File: config.mk
export PLATFORM = sky130hd
export DESIGN_NAME = sc_stream_to_binary
export DESIGN_NICKNAME = d
export VERILOG_FILES = /design/src/rtl/sc_pkg.sv /design/src/rtl/sc_window_timer.sv /design/src/rtl/sc_stream_to_binary.sv
export SDC_FILE = /design/constraint.sdc
export NUM_CORES = 1
export LEC_CHECK = 0
export CORE_UTILIZATION = 30
export DETAILED_ROUTE_END_ITERATION = 10
export GPL_TIMING_DRIVEN = 0
export PLACE_DENSITY = 0.51
export SLEW_MARGIN = 0
export SYNTH_ARGS = -nofsm -noshare
export SYNTH_HDL_FRONTEND = slang
export SYNTH_SLANG_ARGS = --single-unit
File: constraint.sdc
create_clock -name clk -period 1.65 [get_ports clk]
set_input_delay 0.2475 -clock clk [delete_from_list [all_inputs] [get_ports clk]]
set_output_delay 0.2475 -clock clk [all_outputs]
set_load 0.02 [all_outputs]
File: src/rtl/sc_pkg.sv
// Shared definitions for the stochastic-computing stages.
package sc_pkg;

    localparam int unsigned SC_WINDOW_LOG2_DEFAULT = 8;

    // Conversion FSM states; DONE is only reached in single-shot builds
    typedef enum logic [1:0] {
        IDLE  = 2'd0,
        ACCUM = 2'd1,
        DONE  = 2'd2
    } sc_conv_state_t;

endpackage

File: src/rtl/sc_window_timer.sv
// W-bit accepted-sample counter; last_c flags the final sample slot of a window.
module sc_window_timer #(
    parameter int unsigned W = 8
) (
    input  logic clk,
    input  logic rst_n,
    input  logic clr_i,
    input  logic en_i,
    output logic last_c
);

    logic [W-1:0] count_q;
    logic [W-1:0] count_d;

    // Clear wins over enable so a window restart lands on zero
    always_comb begin
        count_d = count_q;
        if (clr_i) begin
            count_d = '0;
        end else if (en_i) begin
            count_d = count_q + W'(1);
        end
    end

    // Sample counter register
    always_ff @(posedge clk or negedge rst_n) begin
        if (!rst_n) begin
            count_q <= '0;
        end else begin
            count_q <= count_d;
        end
    end

    assign last_c = (count_q == '1);

endmodule

File: src/rtl/sc_stream_to_binary.sv
// Counts ones of a stochastic bitstream over 2^WINDOW_LOG2 accepted samples
// and presents a saturated W-bit result with a done pulse.
// Build option: SC_CONTINUOUS_EN makes start a level run-enable with
// back-to-back windows; otherwise each start runs one window (single-shot).
module sc_stream_to_binary
    import sc_pkg::*;
#(
    parameter int unsigned WINDOW_LOG2 = SC_WINDOW_LOG2_DEFAULT
) (
    input  logic                   clk,
    input  logic                   rst_n,
    input  logic                   bit_in,
    input  logic                   bit_valid,
    input  logic                   start,
    output logic                   busy,
    output logic                   done,
    output logic [WINDOW_LOG2-1:0] value,
    output logic                   valid
);

    localparam int unsigned W = WINDOW_LOG2;

    sc_conv_state_t state_q, state_d;
    logic [W:0]     ones_q, ones_d;
    logic [W:0]     ones_sum;
    logic [W-1:0]   value_q, value_d;
    logic           valid_q, valid_d;
    logic           done_q, done_d;
    logic           busy_q;
    logic           timer_clr;
    logic           timer_en;
    logic           last_c;

    sc_window_timer #(
        .W(W)
    ) u_timer (
        .clk    (clk),
        .rst_n  (rst_n),
        .clr_i  (timer_clr),
        .en_i   (timer_en),
        .last_c (last_c)
    );

    assign ones_sum = ones_q + (W+1)'(bit_in);

    // Next-state, counter control and result capture
    always_comb begin
        state_d   = state_q;
        ones_d    = ones_q;
        value_d   = value_q;
        valid_d   = valid_q;
        done_d    = 1'b0;
        timer_clr = 1'b0;
        timer_en  = 1'b0;
        case (state_q)
            IDLE: begin
                if (start) begin
                    state_d   = ACCUM;
                    ones_d    = '0;
                    timer_clr = 1'b1;
                end
            end
            ACCUM: begin
                if (bit_valid) begin
                    timer_en = 1'b1;
                    ones_d   = ones_sum;
                    if (last_c) begin
                        done_d  = 1'b1;
                        valid_d = 1'b1;
                        // A full window of ones (2^W) does not fit in W bits
                        value_d = ones_sum[W] ? '1 : ones_sum[W-1:0];
                        ones_d  = '0;
`ifdef SC_CONTINUOUS_EN
                        if (start) begin
                            timer_clr = 1'b1;
                        end else begin
                            state_d = IDLE;
                        end
`else
                        state_d = DONE;
`endif
                    end
                end
            end
            DONE: begin
                state_d = IDLE;
            end
            default: begin
                state_d = IDLE;
            end
        endcase
    end

    // State and output registers
    always_ff @(posedge clk or negedge rst_n) begin
        if (!rst_n) begin
            state_q <= IDLE;
            ones_q  <= '0;
            value_q <= '0;
            valid_q <= 1'b0;
            done_q  <= 1'b0;
            busy_q  <= 1'b0;
        end else begin
            state_q <= state_d;
            ones_q  <= ones_d;
            value_q <= value_d;
            valid_q <= valid_d;
            done_q  <= done_d;
            busy_q  <= (state_d == ACCUM);
        end
    end

    assign busy  = busy_q;
    assign done  = done_q;
    assign value = value_q;
    assign valid = valid_q;

endmodule

After elaboration in Yosys (flattened, before gate mapping). Cells that the tools add are included.

$add $sub $neg: 2. Eq/ne operators: 5. Multiplexer cells: 18. Reductions and logical operators: 5.

Operator list (count): $mux W9 (3); $mux W8 (3); $pmux W9 S2 (1); $add A9 B1 Y9 (1); $add A8 B1 Y8 const B (1); $eq A8 B8 Y1 const B (1); $mux W1 (7); $mux W2 (3); $reduce_and A3 Y1 (2); $eq A2 B1 Y1 const B (2); $ne A2 B2 Y1 const B (2); $pmux W2 S2 (1); $reduce_bool A2 Y1 (2); $logic_not A2 Y1 (1).

Bits in registers: 30. Bits of input ports: 5. Output and inout bits: 11. Logic and storage cells: 37.

Logic depth before layout (Yosys ltp). Gate-level depths: netlist (run 1).

Depth in word-level cells: 5. Gate-level depth with buffers: 6.

Modules after synthesis. Synthesis (run 1) repeated with hierarchy kept, for this count alone.

Cells, all modules: 142. Area total of the unflattened synthesis: 1457.6 um^2.

Modules (own cells, without submodules): sc_stream_to_binary (instances 1, cells an instance 103, area each 1061.0 um^2); sc_window_timer (instances 1, cells an instance 39, area each 396.6 um^2).

Least setup slack after synthesis (run 1). OpenSTA, ideal clock, no wires.

Kind: reg-to-reg. Start: register ones_q[0]. End: register value_q[6] (netlist: value[6]). Arrival time: 1546 ps. Data required time: 1525 ps. Setup slack: -20 ps. Stages on the path, launching flop included: 7. Period minus slack after synthesis: 1670 ps. Cell sequence: dfrtp_1 -> ha_1 -> ha_1 -> and3_1 -> a311oi_1 -> a31oi_1 -> mux2_2.

Cells in the longest elaborated chain, start to end: 2.

RTL lines: start, declared (line sc_stream_to_binary.sv:24) `logic [W:0] ones_q, ones_d;`; start signal, assigned (line sc_stream_to_binary.sv:105) `ones_q <= ones_d;`; $add A9 B1 Y9 (line sc_stream_to_binary.sv:44) `assign ones_sum = ones_q + (W+1)'(bit_in);`; $mux W8 (line sc_stream_to_binary.sv:71) `value_d = ones_sum[W] ? '1 : ones_sum[W-1:0];`; end signal, assigned (line sc_stream_to_binary.sv:106) `value_q <= value_d;`; end, declared (line sc_stream_to_binary.sv:26) `logic [W-1:0] value_q, value_d;`.

Every way passes these cells. A chain may end at the register's enable or synchronous reset.

Worst setup path after layout (run 1).
Start: input port bit_in. End: register value_q[6] (netlist: value[6]).

Cells in the longest elaborated chain, start to end: 2.

RTL lines: start, declared (line sc_stream_to_binary.sv:12) `input logic bit_in,`; $add A9 B1 Y9 (line sc_stream_to_binary.sv:44); $mux W8 (line sc_stream_to_binary.sv:71).

Every way passes these cells.

==> results of run 1 <==
cells by family (layout without fill, tap and decap cells):
kind of cell,after synthesis,in the layout
AND/OR/NAND/NOR,51,51
AO/OA/AOI/OAI,31,31
flip-flops,30,30
XOR/XNOR,12,12
buffers and inverters,7,43
adder cells (fa/ha/maj),3,3
multiplexers,2,2
state kept, by name, summed over array words and instances, names as in the netlist:
name and count:
busy 1, done 1, ones_q 9, state_q 2
u_timer.count_q 8, valid 1, value 8
final cells by class:
class	count	share of cell area [%]
buffer	4	1.35
clock buffer	7	4.43
clock inverter	1	0.257
inverter	2	0.385
multi-input combinational	99	38.4
sequential	30	38.7
tap	52	3.34
timing repair buffer	29	13.2
critical path, stage by stage:
cell and delay (ps):
clkdlybuf4s50_1 460, ha_2 200, ha_4 160, and3_4 220, and3_4 200, a31oi_1 80
mux2_2 270
repair_timing:
action,4_1_cts,5_1_grt
pin swaps,4,9
gates cloned,0,0
buffers inserted,6,8
resized for setup,15,14
hold endpoints to repair,0,0
endpoints found under the setup margin,16,17
Yosys cell counts, drive strengths merged (2+ instances only):
cell	number	area, um2
nand3	5	25.0
inv	2	7.51
nor3	2	15.0
buf	3	17.5
nand2b	3	18.8
xnor2	8	70.1
or2	2	12.5
o21ai	5	25.0
ha	3	37.5
clkbuf	2	8.75
nor2	13	48.8
and3	6	37.5
or3	2	12.5
a22o	2	17.5
a21oi	11	55.1
nand4	3	18.8
xor2	4	35.0
a31oi	4	25.0
dfrtp	30	751
nand2	9	33.8
a31o	2	17.5
o22a	2	17.5
per-stage QoR:
stage / std cells / hold slack (ps) / utilization [%] / instance area [um2]
2_1_floorplan: 136 / -48.1 / - / 1440
3_3_place_gp: 203 / 452 / 37.1 / 1660
3_5_place_dp: 203 / 337 / 37.0 / 1650
4_1_cts: 217 / 30.2 / 41.2 / 1840
5_1_grt: 224 / 60.1 / 43.5 / 1950
6_report: 224 / 2.21 / 43.5 / 1950
how the worst max path moves through the flow:
stage                                  start       end  slack, ps
after floorplan                    ones_q[0]  value[6]         10
after global placement                bit_in  value[2]       -460
after detailed placement              bit_in  value[2]       -460
after CTS                          ones_q[0]  value[6]         -5
after global routing      u_timer.count_q[1]  value[4]        -50
final                                 bit_in  value[6]        -20
layer usage:
metal / share of wire (%) / vias to the layer above / global-route usage [%]
met5: 0 / - / 0
met3: 4.2 / 9 / 3.80
li1: - / 556 / -
met2: 47 / 25 / 21.1
met1: 47 / 556 / 18.5
met4: 2.4 / 0 / 7.33
report_power, final:
part | internal [mW] | switching (mW) | leakage, nW
Clock | 0.336 | 0.271 | 0.0482
Sequential | 0.828 | 0.0996 | 0.398
Combinational | 0.187 | 0.177 | 0.377
==> results.md, run 1 <==
- CTS H-tree depth: 2
- Area share of and/or/nand/nor cells after synthesis: 20.3%
- PwrDens: 975 nW/um2
- Initial core utilization: 32.2%
- FF+latch count, synth: 30
- Final Wtd Congestion: 0.762
- MaxCap Viol Count: 0
- Most used flip-flop cell after synthesis: dfrtp_1
- Fillers: 431
- Xor-xnor portion of the synthesized cell area: 7.30%
- Total power: 1.90 mW
- FMAX: 0.598 GHz
- Layout cells sized above 1: 32.0%
- Setup TNS: -27.9 ps
- Footprint of the multi-input gates: 748 um2
- WL final: 3200 um
- CTS tree: built
- Mux cell area share after synthesis: 1.48%
- # diodes: 0
- Final Worst Setup Slack: -23.2 ps
- Post-DP HPWL: 2030 um
- Grt total ovfl: 0
- First-pass GRT wire length: 5460 um
- P_leak: 0.823 nW
- Main combinational cell family by area after synthesis: simple AND/OR/NAND/NOR gates
- Vias in the first global route: 1119
- Hold-fix buffer count after cts: 0
- DP Worst Slack: -463 ps
- Tcrit/Tclk final: 101%
- Worst reg2reg endpoint: value[6]
- Cell count after synthesis: 136
- Commonest non-fill, non-tap cell in the layout: dfrtp_1
- Post-Syn Area: 1440 um2
- Clk Latency, worst-skew pair: 280 ps
- Pin count of the biggest net entering global routing: 31
- Synth unique cells: 39
- Most frequent cells in the layout: dfrtp_1, nor2_1, clkdlybuf4s50_1, buf_4, nand2_1
- 1st-pass router iterations: 4
- Max Slew Vio Count: 0
- Mapped Avg Cell Area: 10.6 um2
- Final hold vios: 0
- Status: complete, but fails checks
- Skew final: 2.67 ps
- Ys async rst share: 100%
- Initial drt markers: 38
- Via count: 1146
- Drt drc: 0
- Storage element area: 753 um2
- IO Pins: 16
- Syn-to-layout area delta: 35.4%
- Clk buf depth: 2
- Max-slew headroom: 55.2%
- Post-synth EDFFs: 0
- Core area: 4470 um2
- Sequential area share after synthesis: 52.2%
- Gr usage total: 14.0%
- CP endpoint kind: flip-flop
- Vias per cell: 5.12
- Fraction of the mapped netlist area in compound gates: 13.8%
- Routed wire per std cell: 14.3 um
- Failing checks: setup timing
- Die area: 5080 um2
- Worst Hold Class: primary input to asynchronous set/reset pin
- Die W: 71.3 um
- IO buf count: 15
- WP data arrival: 1840 ps
- Root Driver: clkbuf_8
- Syn nets: 144
- Inserted Clock Buffers: 5
- RSZ-0062 raised after global routing: yes
- Tmin final: 1670 ps
- R2R depth: 6
- Adder-Cell Fraction of Synth Area: 2.61%
- CTS Sinks: 30
- Startpoint Class: primary input
- Critical Path RT: 1810 ps
- Worst R2R Start: ones_q[0]
- Initial antenna violation count: 0
- Worst reg2reg setup slack: 10 ps
- Yosys Warn Count: 0
- CTS clk-pin slew, worst paths: 60 ps
- Die height: 71.3 um
- Setup Crit Path Kind: primary input to flip-flop
- Final setup viols: 2
- Peak supply drop: 0.000479 V
- NumNets Final: 179
- ANT nets after route: 0
- Slew @ Worst Pin: 673 ps
- Rows: 24
- CP Max Fanout: 4
Power figures use the tool's default switching activity.
==> inputs of run 2 (changes only) <==
Settings changed: CAP_MARGIN from default to 20, CORE_UTILIZATION 30 to 49, PLACE_DENSITY 0.51 to 0.75.
==> run 2 against run 1 <==
Non-clock buffer count unchanged. Clock power decreased by 29%. Sequential share of layout area up 0.68 points. Utilization rose by 26 points. Via count is 5.7% higher. Clock skew up 2.2 ps. Global-route usage grew 6.2 points. Sequential power up 0.6%. Critical path type is now flip-flop to flip-flop. Worst setup slack got worse by 58 ps. The run still ends with setup timing left.
==> results.md, run 2 (same netlist as run 1, synthesis figures left out) <==
- Combinational share of power: 23.6% (was 19.2%)
- Syn-to-layout area delta: 33.0% (was 35.4%)
- Inserted Clock Buffers: 5 (unchanged)
- Post-DP HPWL: 1910 um (was 2030 um)
- ANT nets after route: 0 (unchanged)
- MaxCap Viol Count: 0 (unchanged)
- Drt drc: 0 (unchanged)
- Clk Latency, worst-skew pair: 330 ps (was 280 ps)
- P_int: 1.24 mW (was 1.35 mW)
- Final Worst Setup Slack: -80.7 ps (was -23.2 ps)
- RSZ-0062 raised after global routing: yes (unchanged)
- Setup Crit Path Kind: flip-flop to flip-flop (was primary input to flip-flop)
- Max Slew Vio Count: 0 (unchanged)
- Final Wtd Congestion: 0.805 (was 0.762)
- Via count: 1211 (was 1146)
- Skew final: 4.91 ps (was 2.67 ps)
- Root Driver: clkbuf_4 (was clkbuf_8)
- IO Pins: 16 (unchanged)
- Most flops, register: ones_q (unchanged)
- Final setup viols: 13 (was 2)
- CP peak stage delay: 410 ps (was 460 ps)
- P_leak: 0.817 nW (was 0.823 nW)
- # diodes: 0 (unchanged)
- Tcrit/Tclk final: 105% (was 101%)
- Die W: 56.2 um (was 71.3 um)
- Tmin final: 1730 ps (was 1670 ps)
- Cell family with most CP delay: simple AND/OR/NAND/NOR gates (was buffers and inverters)
- CP endpoint kind: flip-flop (unchanged)
- Core area: 2760 um2 (was 4470 um2)
- Slew @ Worst Pin: 637 ps (was 673 ps)
- PwrDens: 932 nW/um2 (was 975 nW/um2)
- FMAX: 0.578 GHz (was 0.598 GHz)
- Gr usage total: 20.2% (was 14.0%)
- Post-DP Area: 1650 um2 (about the same)
- First-pass GRT wire length: 4860 um (was 5460 um)
- Clk buf depth: 2 (unchanged)
- Grt total ovfl: 0 (unchanged)
- Max-slew headroom: 57.3% (was 55.2%)
- Most frequent cells in the layout: dfrtp_1, clkdlybuf4s50_1, nor2_1, buf_4 (was dfrtp_1, nor2_1, clkdlybuf4s50_1, buf_4, nand2_1)
- CTS H-tree depth: 2 (unchanged)
- Peak supply drop: 0.000772 V (was 0.000479 V)
- Design area: 1910 um2 (was 1950 um2)
- Cells along the critical path: ha_2, nand4_1, nor3_4, buf_6, and3_4, a21oi_1 (was clkdlybuf4s50_1, ha_2, ha_4, and3_4, and3_4, a31oi_1, mux2_2)
- Worst Hold Class: primary input to asynchronous set/reset pin (unchanged)
- CTS clk-pin slew, worst paths: 90 ps (was 60 ps)
- Failing checks: setup timing (unchanged)
- Layout cells sized above 1: 30.0% (was 32.0%)
- Setup TNS: -590 ps (was -27.9 ps)
- Die height: 56.2 um (was 71.3 um)
- Worst Hold Slack: 244 ps (was 2.21 ps)
- CTS tree: built (unchanged)
- Vias per cell: 6.02 (was 5.12)
- Status: complete, but fails checks (unchanged)
- Pin count of the biggest net entering global routing: 22 (was 31)
- CTS Sinks: 30 (unchanged)
- Max reg flops: 9 (unchanged)
- Initial antenna violation count: 0 (unchanged)
- Psw: 0.541 mW (was 0.548 mW)
- Seq pwr share: 52.4% (was 48.9%)
- Clock group share of total power: 24.0% (was 31.9%)
- Final hold vios: 0 (unchanged)
- Worst path slowest cell: dfrtp_1 (was clkdlybuf4s50_1)
- Die area: 3160 um2 (was 5080 um2)
- Startpoint Class: flip-flop (was primary input)
- WL final: 3310 um (was 3200 um)
- NumNets Final: 179 (unchanged)
- Commonest non-fill, non-tap cell in the layout: dfrtp_1 (unchanged)
- 1st-pass router iterations: 4 (unchanged)
- Final Core Density: 69.4% (was 43.5%)
- WP data arrival: 1950 ps (was 1840 ps)
- DP Worst Slack: -473 ps (was -463 ps)
- Rows: 19 (was 24)
- Initial core utilization: 52.2% (was 32.2%)
- Hold-fix buffer count after cts: 0 (unchanged)
- IO buf count: 15 (unchanged)
- Initial drt markers: 55 (was 38)
- Critical Path RT: 1860 ps (was 1810 ps)
- Routed wire per std cell: 16.4 um (was 14.3 um)
- Vias in the first global route: 1103 (was 1119)
- CP bufs+invs: 1 (unchanged)
- CP Max Fanout: 5 (was 4)
- Sw Ratio: 30.4% (was 28.8%)
[run 2: cell count changes in the layout (fill, tap and decap cells not counted), moves of 2 or more]
| cell | change |
|---|---|
| a21oi_2 | -4 |
| clkbuf_4 | +5 |
| clkdlybuf4s50_1 | +2 |
| a21oi_1 | +4 |
| clkbuf_8 | -5 |
[run 2: path summary, 6_finish.rpt]
path / from / to / slack, ps / cells past startpoint
setup reg to reg: u_timer.count_q[1] / value[5] / -80 / 6
min in group clk: valid / valid / 470 / 1
hold reg to reg: valid / valid / 470 / 1
hold / removal: rst_n / u_timer.count_q[7] / 240 / 1
max in group asynchronous: rst_n / state_q[1] / 880 / 2
setup / recovery: u_timer.count_q[1] / value[5] / -80 / 6
[run 2: power by group through the flow]
| stage | logic, mW | clock network (mW) | registers [mW] |
|---|---|---|---|
| finish | 0.422 | 0.428 | 0.934 |
| floorplan | 0.216 | 0 | 0.919 |
| global placement | 0.281 | 0 | 0.929 |
| CTS | 0.319 | 0.430 | 0.929 |
| global route | 0.465 | 0.457 | 0.948 |
| detailed placement | 0.291 | 0 | 0.937 |
[run 2: area by class of cell]
type	count	area [um2]
Buffer	3	21.3
Clock buffer	6	51.3
Fill cell	203	843
Inverter	2	7.51
Multi-Input combinational cell	99	768
Sequential cell	30	753
Tap cell	31	38.8
Timing Repair Buffer	30	274
[run 2: metal layers]
| layer | global-route usage (%) | share of wire (%) |
|---|---|---|
| met1 | 26.5 | 44 |
| met4 | 10.8 | 2.8 |
| met3 | 5.12 | 5.1 |
| met2 | 30.8 | 48 |
| met5 | 0 | 0 |
[run 2: what timing repair did]
| item | in CTS | in global routing |
|---|---|---|
| buffers inserted | 3 | 11 |
| endpoints found under the setup margin | 16 | 17 |
| resized for setup | 12 | 18 |
| pin swaps | 4 | 7 |
[run 2: metrics by stage]
step | total power [mW] | instances
final | 1.78 | 201
after global routing | 1.87 | 201
after CTS | 1.68 | 191
after detailed placement | 1.23 | 183
after global placement | 1.21 | 182
after floorplan | 1.13 | 136
[run 2: worst register-to-register path, cell delays in order, from the launching register on]
cell and delay (ps):
dfrtp_1 410, ha_2 210, nand4_1 230, nor3_4 330, buf_6 140, and3_4 220, a21oi_1 80
==> inputs of run 3 (changes only) <==
Settings changed: GPL_ROUTABILITY_DRIVEN from default to 0, SLEW_MARGIN 0 to default.
==> results of run 3 <==
No change in the layout: final DEF, timing and power equal those of run 2.
